[src/rtl/mem_arbiter_if.sv]
// mem_arbiter_if: bundles the instruction port, the data port and the
// shared physical memory port of the memory arbiter.
// slave  : the arbiter's view (requests and memory returns come in).
// master : the environment's view (requesters plus physical memory).
interface mem_arbiter_if #(
  parameter int WIDTH = 32
);
  // instruction fetch port (read-only)
  logic             i_read;
  logic [WIDTH-1:0] i_address;
  logic [WIDTH-1:0] i_rdata;
  logic             i_resp;
  // data port (read/write with byte enables)
  logic             d_read;
  logic             d_write;
  logic [3:0]       d_byte_enable;
  logic [WIDTH-1:0] d_address;
  logic [WIDTH-1:0] d_wdata;
  logic [WIDTH-1:0] d_rdata;
  logic             d_resp;
  // shared physical memory port
  logic             mem_read;
  logic             mem_write;
  logic [3:0]       mem_byte_enable;
  logic [WIDTH-1:0] mem_address;
  logic [WIDTH-1:0] mem_wdata;
  logic [WIDTH-1:0] mem_rdata;
  logic             mem_resp;
  // arbiter status
  logic             busy;

  modport slave (
    input  i_read, i_address,
    input  d_read, d_write, d_byte_enable, d_address, d_wdata,
    input  mem_rdata, mem_resp,
    output i_rdata, i_resp, d_rdata, d_resp,
    output mem_read, mem_write, mem_byte_enable, mem_address, mem_wdata,
    output busy
  );

  modport master (
    output i_read, i_address,
    output d_read, d_write, d_byte_enable, d_address, d_wdata,
    output mem_rdata, mem_resp,
    input  i_rdata, i_resp, d_rdata, d_resp,
    input  mem_read, mem_write, mem_byte_enable, mem_address, mem_wdata,
    input  busy
  );
endinterface

[src/rtl/mem_arbiter.sv]
// mem_arbiter: shares one physical memory port between the instruction
// fetch requester (I) and the data requester (D). One transaction at a
// time; the grant is held until mem_resp, then one IDLE bubble follows.
// Request fields are passed through live, never latched.
// Optional macro ARB_RR_EN: round-robin between I and D on contention
// (rr_last pointer); without it, D_FIRST fixes the contention winner.
module mem_arbiter #(
  parameter int WIDTH   = 32,
  parameter bit D_FIRST = 1'b1
) (
  input logic          clk,
  input logic          rst_n,
  mem_arbiter_if.slave bus
);

  localparam logic [WIDTH-1:0] ZERO = '0;

  typedef enum logic [1:0] {
    IDLE    = 2'd0,
    SERVE_I = 2'd1,
    SERVE_D = 2'd2
  } state_t;

  state_t state;
  logic   i_req;
  logic   d_req;
  logic   grant_d;

  assign i_req = bus.i_read;
  assign d_req = bus.d_read | bus.d_write;

`ifdef ARB_RR_EN
  // rr_last: 1 = D was granted last, 0 = I was granted last
  logic rr_last;

  // contention goes to the port that did not win last time
  assign grant_d = d_req & (~i_req | ~rr_last);

  // remember the winner of every IDLE->SERVE transition
  always_ff @(posedge clk or negedge rst_n) begin
    if (!rst_n) begin
      rr_last <= 1'b0;
    end else if (state == IDLE && (i_req || d_req)) begin
      rr_last <= grant_d;
    end
  end
`else
  // contention goes to the fixed-priority port
  assign grant_d = d_req & (~i_req | D_FIRST);
`endif

  // grant FSM: pick a port in IDLE, hold it until mem_resp
  always_ff @(posedge clk or negedge rst_n) begin
    if (!rst_n) begin
      state <= IDLE;
    end else begin
      case (state)
        IDLE: begin
          if (i_req || d_req) state <= grant_d ? SERVE_D : SERVE_I;
        end
        SERVE_I, SERVE_D: begin
          if (bus.mem_resp) state <= IDLE;
        end
        default: state <= IDLE;
      endcase
    end
  end

  // memory strobes and completion pulses follow the granted port
  always_comb begin
    bus.mem_read        = 1'b0;
    bus.mem_write       = 1'b0;
    bus.mem_byte_enable = 4'h0;
    bus.mem_address     = ZERO;
    bus.mem_wdata       = ZERO;
    bus.i_resp          = 1'b0;
    bus.d_resp          = 1'b0;
    // read data mirrors memory; only the resp pulses are grant-gated
    bus.i_rdata         = bus.mem_rdata;
    bus.d_rdata         = bus.mem_rdata;
    bus.busy            = (state != IDLE);
    case (state)
      SERVE_I: begin
        bus.mem_read        = 1'b1;
        bus.mem_address     = bus.i_address;
        bus.mem_byte_enable = 4'hF;
        bus.i_resp          = bus.mem_resp;
      end
      SERVE_D: begin
        bus.mem_address = bus.d_address;
        bus.d_resp      = bus.mem_resp;
        // read+write together: the write is performed, the read dropped
        if (bus.d_write) begin
          bus.mem_write       = 1'b1;
          bus.mem_wdata       = bus.d_wdata;
          bus.mem_byte_enable = bus.d_byte_enable;
        end else begin
          bus.mem_read        = 1'b1;
          bus.mem_byte_enable = 4'hF;
        end
      end
      default: ;
    endcase
  end

endmodule

[src/flat_wrapper.sv]
// flat-port wrapper written by rule: the top's interface ports become plain ports
module mem_arbiter_flat 
#(
  parameter int WIDTH   = 32,
  parameter bit D_FIRST = 1'b1
)
  (clk, rst_n, bus_i_read, bus_i_address, bus_d_read, bus_d_write, bus_d_byte_enable, bus_d_address, bus_d_wdata, bus_mem_rdata, bus_mem_resp, bus_i_rdata, bus_i_resp, bus_d_rdata, bus_d_resp, bus_mem_read, bus_mem_write, bus_mem_byte_enable, bus_mem_address, bus_mem_wdata, bus_busy);
  mem_arbiter_if #(.WIDTH(WIDTH)) bus_i ();
  input logic clk;
  input logic rst_n;
  input wire logic [$bits(bus_i.i_read)-1:0] bus_i_read;
  input wire logic [$bits(bus_i.i_address)-1:0] bus_i_address;
  input wire logic [$bits(bus_i.d_read)-1:0] bus_d_read;
  input wire logic [$bits(bus_i.d_write)-1:0] bus_d_write;
  input wire logic [$bits(bus_i.d_byte_enable)-1:0] bus_d_byte_enable;
  input wire logic [$bits(bus_i.d_address)-1:0] bus_d_address;
  input wire logic [$bits(bus_i.d_wdata)-1:0] bus_d_wdata;
  input wire logic [$bits(bus_i.mem_rdata)-1:0] bus_mem_rdata;
  input wire logic [$bits(bus_i.mem_resp)-1:0] bus_mem_resp;
  output wire logic [$bits(bus_i.i_rdata)-1:0] bus_i_rdata;
  output wire logic [$bits(bus_i.i_resp)-1:0] bus_i_resp;
  output wire logic [$bits(bus_i.d_rdata)-1:0] bus_d_rdata;
  output wire logic [$bits(bus_i.d_resp)-1:0] bus_d_resp;
  output wire logic [$bits(bus_i.mem_read)-1:0] bus_mem_read;
  output wire logic [$bits(bus_i.mem_write)-1:0] bus_mem_write;
  output wire logic [$bits(bus_i.mem_byte_enable)-1:0] bus_mem_byte_enable;
  output wire logic [$bits(bus_i.mem_address)-1:0] bus_mem_address;
  output wire logic [$bits(bus_i.mem_wdata)-1:0] bus_mem_wdata;
  output wire logic [$bits(bus_i.busy)-1:0] bus_busy;
  assign bus_i.i_read = bus_i_read;
  assign bus_i.i_address = bus_i_address;
  assign bus_i.d_read = bus_d_read;
  assign bus_i.d_write = bus_d_write;
  assign bus_i.d_byte_enable = bus_d_byte_enable;
  assign bus_i.d_address = bus_d_address;
  assign bus_i.d_wdata = bus_d_wdata;
  assign bus_i.mem_rdata = bus_mem_rdata;
  assign bus_i.mem_resp = bus_mem_resp;
  assign bus_i_rdata = bus_i.i_rdata;
  assign bus_i_resp = bus_i.i_resp;
  assign bus_d_rdata = bus_i.d_rdata;
  assign bus_d_resp = bus_i.d_resp;
  assign bus_mem_read = bus_i.mem_read;
  assign bus_mem_write = bus_i.mem_write;
  assign bus_mem_byte_enable = bus_i.mem_byte_enable;
  assign bus_mem_address = bus_i.mem_address;
  assign bus_mem_wdata = bus_i.mem_wdata;
  assign bus_busy = bus_i.busy;
  mem_arbiter #(.WIDTH(WIDTH), .D_FIRST(D_FIRST)) u_core (.clk(clk), .rst_n(rst_n), .bus(bus_i));
endmodule
[config.mk]
export PLATFORM = sky130hd
export DESIGN_NAME = mem_arbiter_flat
export DESIGN_NICKNAME = d
export VERILOG_FILES = /design/src/rtl/mem_arbiter_if.sv /design/src/rtl/mem_arbiter.sv /design/src/flat_wrapper.sv
export SDC_FILE = /design/constraint.sdc
export NUM_CORES = 1
export LEC_CHECK = 0
export ABC_AREA = 1
export BUFFER_PORTS_ARGS = -buffer_cell sky130_fd_sc_hd__buf_2
export CAP_MARGIN = 20
export CELL_PAD_IN_SITES_DETAIL_PLACEMENT = 0
export CELL_PAD_IN_SITES_GLOBAL_PLACEMENT = 1
export CORE_MARGIN = 3
export CORE_UTILIZATION = 14
export DETAILED_ROUTE_END_ITERATION = 16
export GPL_ROUTABILITY_DRIVEN = 0
export PLACE_DENSITY_LB_ADDON = 0.3
export SETUP_SLACK_MARGIN = 0.3
export SLEW_MARGIN = 10
export SYNTH_ARGS = -nofsm -noshare
export SYNTH_HDL_FRONTEND = slang
export SYNTH_SLANG_ARGS = --single-unit
[constraint.sdc]
create_clock -name clk -period 4.27 [get_ports clk]
set_input_delay 1.0675 -clock clk [delete_from_list [all_inputs] [get_ports clk]]
set_output_delay 1.0675 -clock clk [all_outputs]
set_load 0.01 [all_outputs]
### Word level (Yosys, flattened, before mapping)

Index checks and enable logic that the tools add are counted.
W data, S select, Z words.

* equality and inequality tests: 4
* multiplexer cells: 15
* bitwise gates (word level): 1
* reductions and logical operators: 5

Operator list (number)
* $mux W32: 2
* $pmux W32 S2: 1
* $pmux W4 S2: 1
* $mux W2: 3
* $mux W1: 5
* $mux W4: 1
* $pmux W2 S2: 1
* $eq A2 B1 Y1 const B: 1
* $eq A2 B2 Y1 const B: 1
* $logic_not A2 Y1: 1
* $ne A2 B1 Y1 const B: 1
* $ne A2 B2 Y1 const B: 1
* $pmux W1 S2: 1
* $reduce_and A2 Y1: 1
* $reduce_bool A2 Y1: 1
* $reduce_or A2 Y1: 1
* $logic_or A1 B1 Y1: 1
* $or A1 B1 Y1: 1

* register bits: 2
* word-level logic and storage cells: 26

### Longest topological paths before layout

* word-level depth: 4
* depth in mapped cells: 7

### Worst setup path before layout

OpenSTA, ideal clock, no wires.

* path type: in2out
* start point: input bus_d_write
* end point: output bus_mem_wdata[10]
* arrival time: 1.485 ns
* path slack: 1.717 ns
* cell stages on the path: 3
* cell sequence: nand2_1 > buf_2 > nor2_1

* longest elaborated chain between the ends: 2

RTL lines
* start, declared: RTL line flat_wrapper.sv:14 `input wire logic [$bits(bus_i.d_write)-1:0] bus_d_write;`
* $mux W32: RTL line mem_arbiter.sv:93 `if (bus.d_write) begin`
* $mux W32: RTL line mem_arbiter.sv:82 `case (state)`
* end, declared: RTL line flat_wrapper.sv:28 `output wire logic [$bits(bus_i.mem_wdata)-1:0] bus_mem_wdata;`

Every way passes these cells.

### Worst setup path in the final report

* start point: input bus_d_write
* end point: output bus_mem_wdata[12]

Same word-level chain as after synthesis.

==> reports/results.txt <==
adder-cell share of the synthesized area - 0.0356
maxcap violations - 0
most frequent CP cell - buf_2
# diodes - 0
Via density - 3.36
Worst Reg-to-Reg Cells - 6
final wirelength - 4970 um
critical path data required time - 3200 ps
Crit-path slowest cell - nand2_1
syn nets - 419
Total GRT Usage - 0.0772
worst rel slew slack - 0.339
total CTS buffers - 3
fin nets - 529
Leak - 1.52 nW
FP Rows - 35
RSZ-0062 raised after global routing - false
Cell Count, Final, Fillers Out - 514
startpoint types - primary input
synth warn - 0
worst skew pair latency - 210 ps
Initial DRT Pass Iterations - 4
routed via count - 1725
Post-DRT Antenna Nets - 0
crit path cell chain - buf_2 -> nand2_1 -> nor2_1 -> buf_2
Syn Area/Cell - 5.07 um^2
Critical Path Fanout Max - 32
Total Die Area - 11300 um^2
DP Wirelength - 4180 um
first-pass GRT wire length - 7400 um
Compound-Gate Fraction of Synth Area - 0.00980
fill count - 1154
Max Clk Rate - 307 MHz
Crit Path Class - in -> out
Core Region - 9500 um^2
Die W - 106 um
Initial Util - 0.148
Regs by FF count - u_core.state (2)
post-synthesis cell area - 1410 um^2
# hold bufs at CTS - 0
HP Class - in -> async
I/O Buffers - 178
CTS root buf - clkbuf_8
TritonCTS clock tree - built
#FFs+latches synth - 2
Worst Skew - 1.05 ps
Final Max Slew Viols - 0
Hold Vio Cnt, Final - 0
setup violation total in the final timing report - 0
Clock transition at path regs - 30 ps
per-cell routed wire length - 9.67 um
clk sink count - 2
sequential cell area fraction in the yosys report - 0.0356
GRT Residual Overflow - 0
Simple-Gate Fraction of Synth Area - 0.411
register area - 50.0 um^2
pre-CTS setup slack - 976 ps
Die Height - 106 um
final worst slack - 1010 ps
Clock H-tree levels - 1
Gate Count Post-Synth - 277
initial antenna violation count - 0
mux contribution to synthesized area - 0
vias in the first global route - 1582
CP peak stage delay - 720 ps
clk buf depth - 2
post-CTS setup buffers - 0
Tcrit/Tclk final - 0.762
Biggest register - u_core.state
crit path capture type - primary output
synth-to-layout area growth - 38.6%
worst vdd ir - 210 uV
cell total after placement - 511
Power Dens Cells - 410 nW/um^2
outcome - completed
initial DRC count - 85
post-cts sizing count - 0
worst-margin pin slew - 989 ps
max FFs per register - 2
Remaining DRCs - 0
area of the multi-input gates - 642 um^2
Post-Synth XOR/XNOR Area - 0
total negative setup slack - 0 ps
layout cell share with drive strength beyond 1 - 0.481
Tmin final - 3260 ps
largest family of logic cells by synthesized area - buffers and inverters
Cell variety after synth - 13
CP Data Arrival Time - 2190 ps
# IOs - 275
largest net degree at the start of global routing - 36
[logic make-up (layout without fill, tap and decap cells)]
| logic type | Yosys count | after routing |
|---|---|---|
| AND/OR/NAND/NOR | 153 | 153 |
| flip-flops | 2 | 2 |
| AO/OA/AOI/OAI | 2 | 2 |
| buffers and inverters | 116 | 224 |
| adder cells (fa/ha/maj) | 4 | 4 |
[cell usage in the layout (no fill, tap or decap)]
cell	count
ha_1	4
nand3_1	1
nor2_1	34
dfrtp_1	2
inv_1	41
inv_2	2
nand2_1	117
a21oi_1	1
nand2_2	1
buf_2	178
clkbuf_8	3
o21ai_2	1
[path summary, 6_finish.rpt]
check / start / endpoint / slack (ps)
worst max-delay path: bus_d_write / bus_mem_wdata[12] / 1010
worst min-delay path: rst_n / u_core.state[0] / 640
worst max register to register: u_core.state[0] / u_core.state[1] / 2990
worst min register to register: u_core.state[0] / u_core.state[0] / 650
max in group asynchronous: rst_n / u_core.state[1] / 3530
min in group clk: u_core.state[0] / u_core.state[0] / 650
[cell type report]
class | count | area share
Timing Repair Buffer | 178 | 0.458
Sequential cell | 2 | 0.0257
Tap cell | 129 | 0.0829
Clock buffer | 3 | 0.0212
Multi-Input combinational cell | 159 | 0.330
Inverter | 43 | 0.0829
[per-layer routing]
metal  routed length (um)  up-vias  global-route usage  share of wire
li1                     -      938                   -              -
met1                 1780      682              0.0773           0.36
met2                 2580       93               0.151           0.52
met3                  550       12              0.0255           0.11
met4                   57        0              0.0204          0.011
met5                    0        -                   0              0
[synthesized netlist by cell type]
library cell	n	share of area
nand2_1	117	0.31
nand3_1	1	0.0036
buf_6	3	0.024
ha_1	4	0.036
dfrtp_1	2	0.036
inv_2	2	0.0053
nand2_2	1	0.0045
a21oi_1	1	0.0036
buf_2	3	0.011
buf_4	67	0.36
o21ai_2	1	0.0062
inv_1	41	0.11
nor2_1	34	0.091
[stage by stage]
step	hold WS (ps)	instance area (um^2)	util	power [mW]
floorplan	564	1410	-	0.522
global placement	608	1910	0.201	0.747
detailed placement	640	1910	0.201	0.738
CTS	639	1950	0.205	0.819
global route	638	1950	0.205	0.898
finish	642	1950	0.205	0.799
[power breakdown]
group	switching [mW]	internal [mW]	leakage, nW	total [mW]
clock	0.0140	0.0595	0.0216	0.0735
combinational	0.430	0.262	1.47	0.691
sequential	0.00661	0.0280	0.0257	0.0346
total	0.450	0.349	1.52	0.799
[worst max-delay path, delay by kind of cell]
family / cells / cell delay [ps]
buffers and inverters: 2 / 300
AND/OR/NAND/NOR: 2 / 810
No activity file was read; power rests on OpenSTA's default activity.
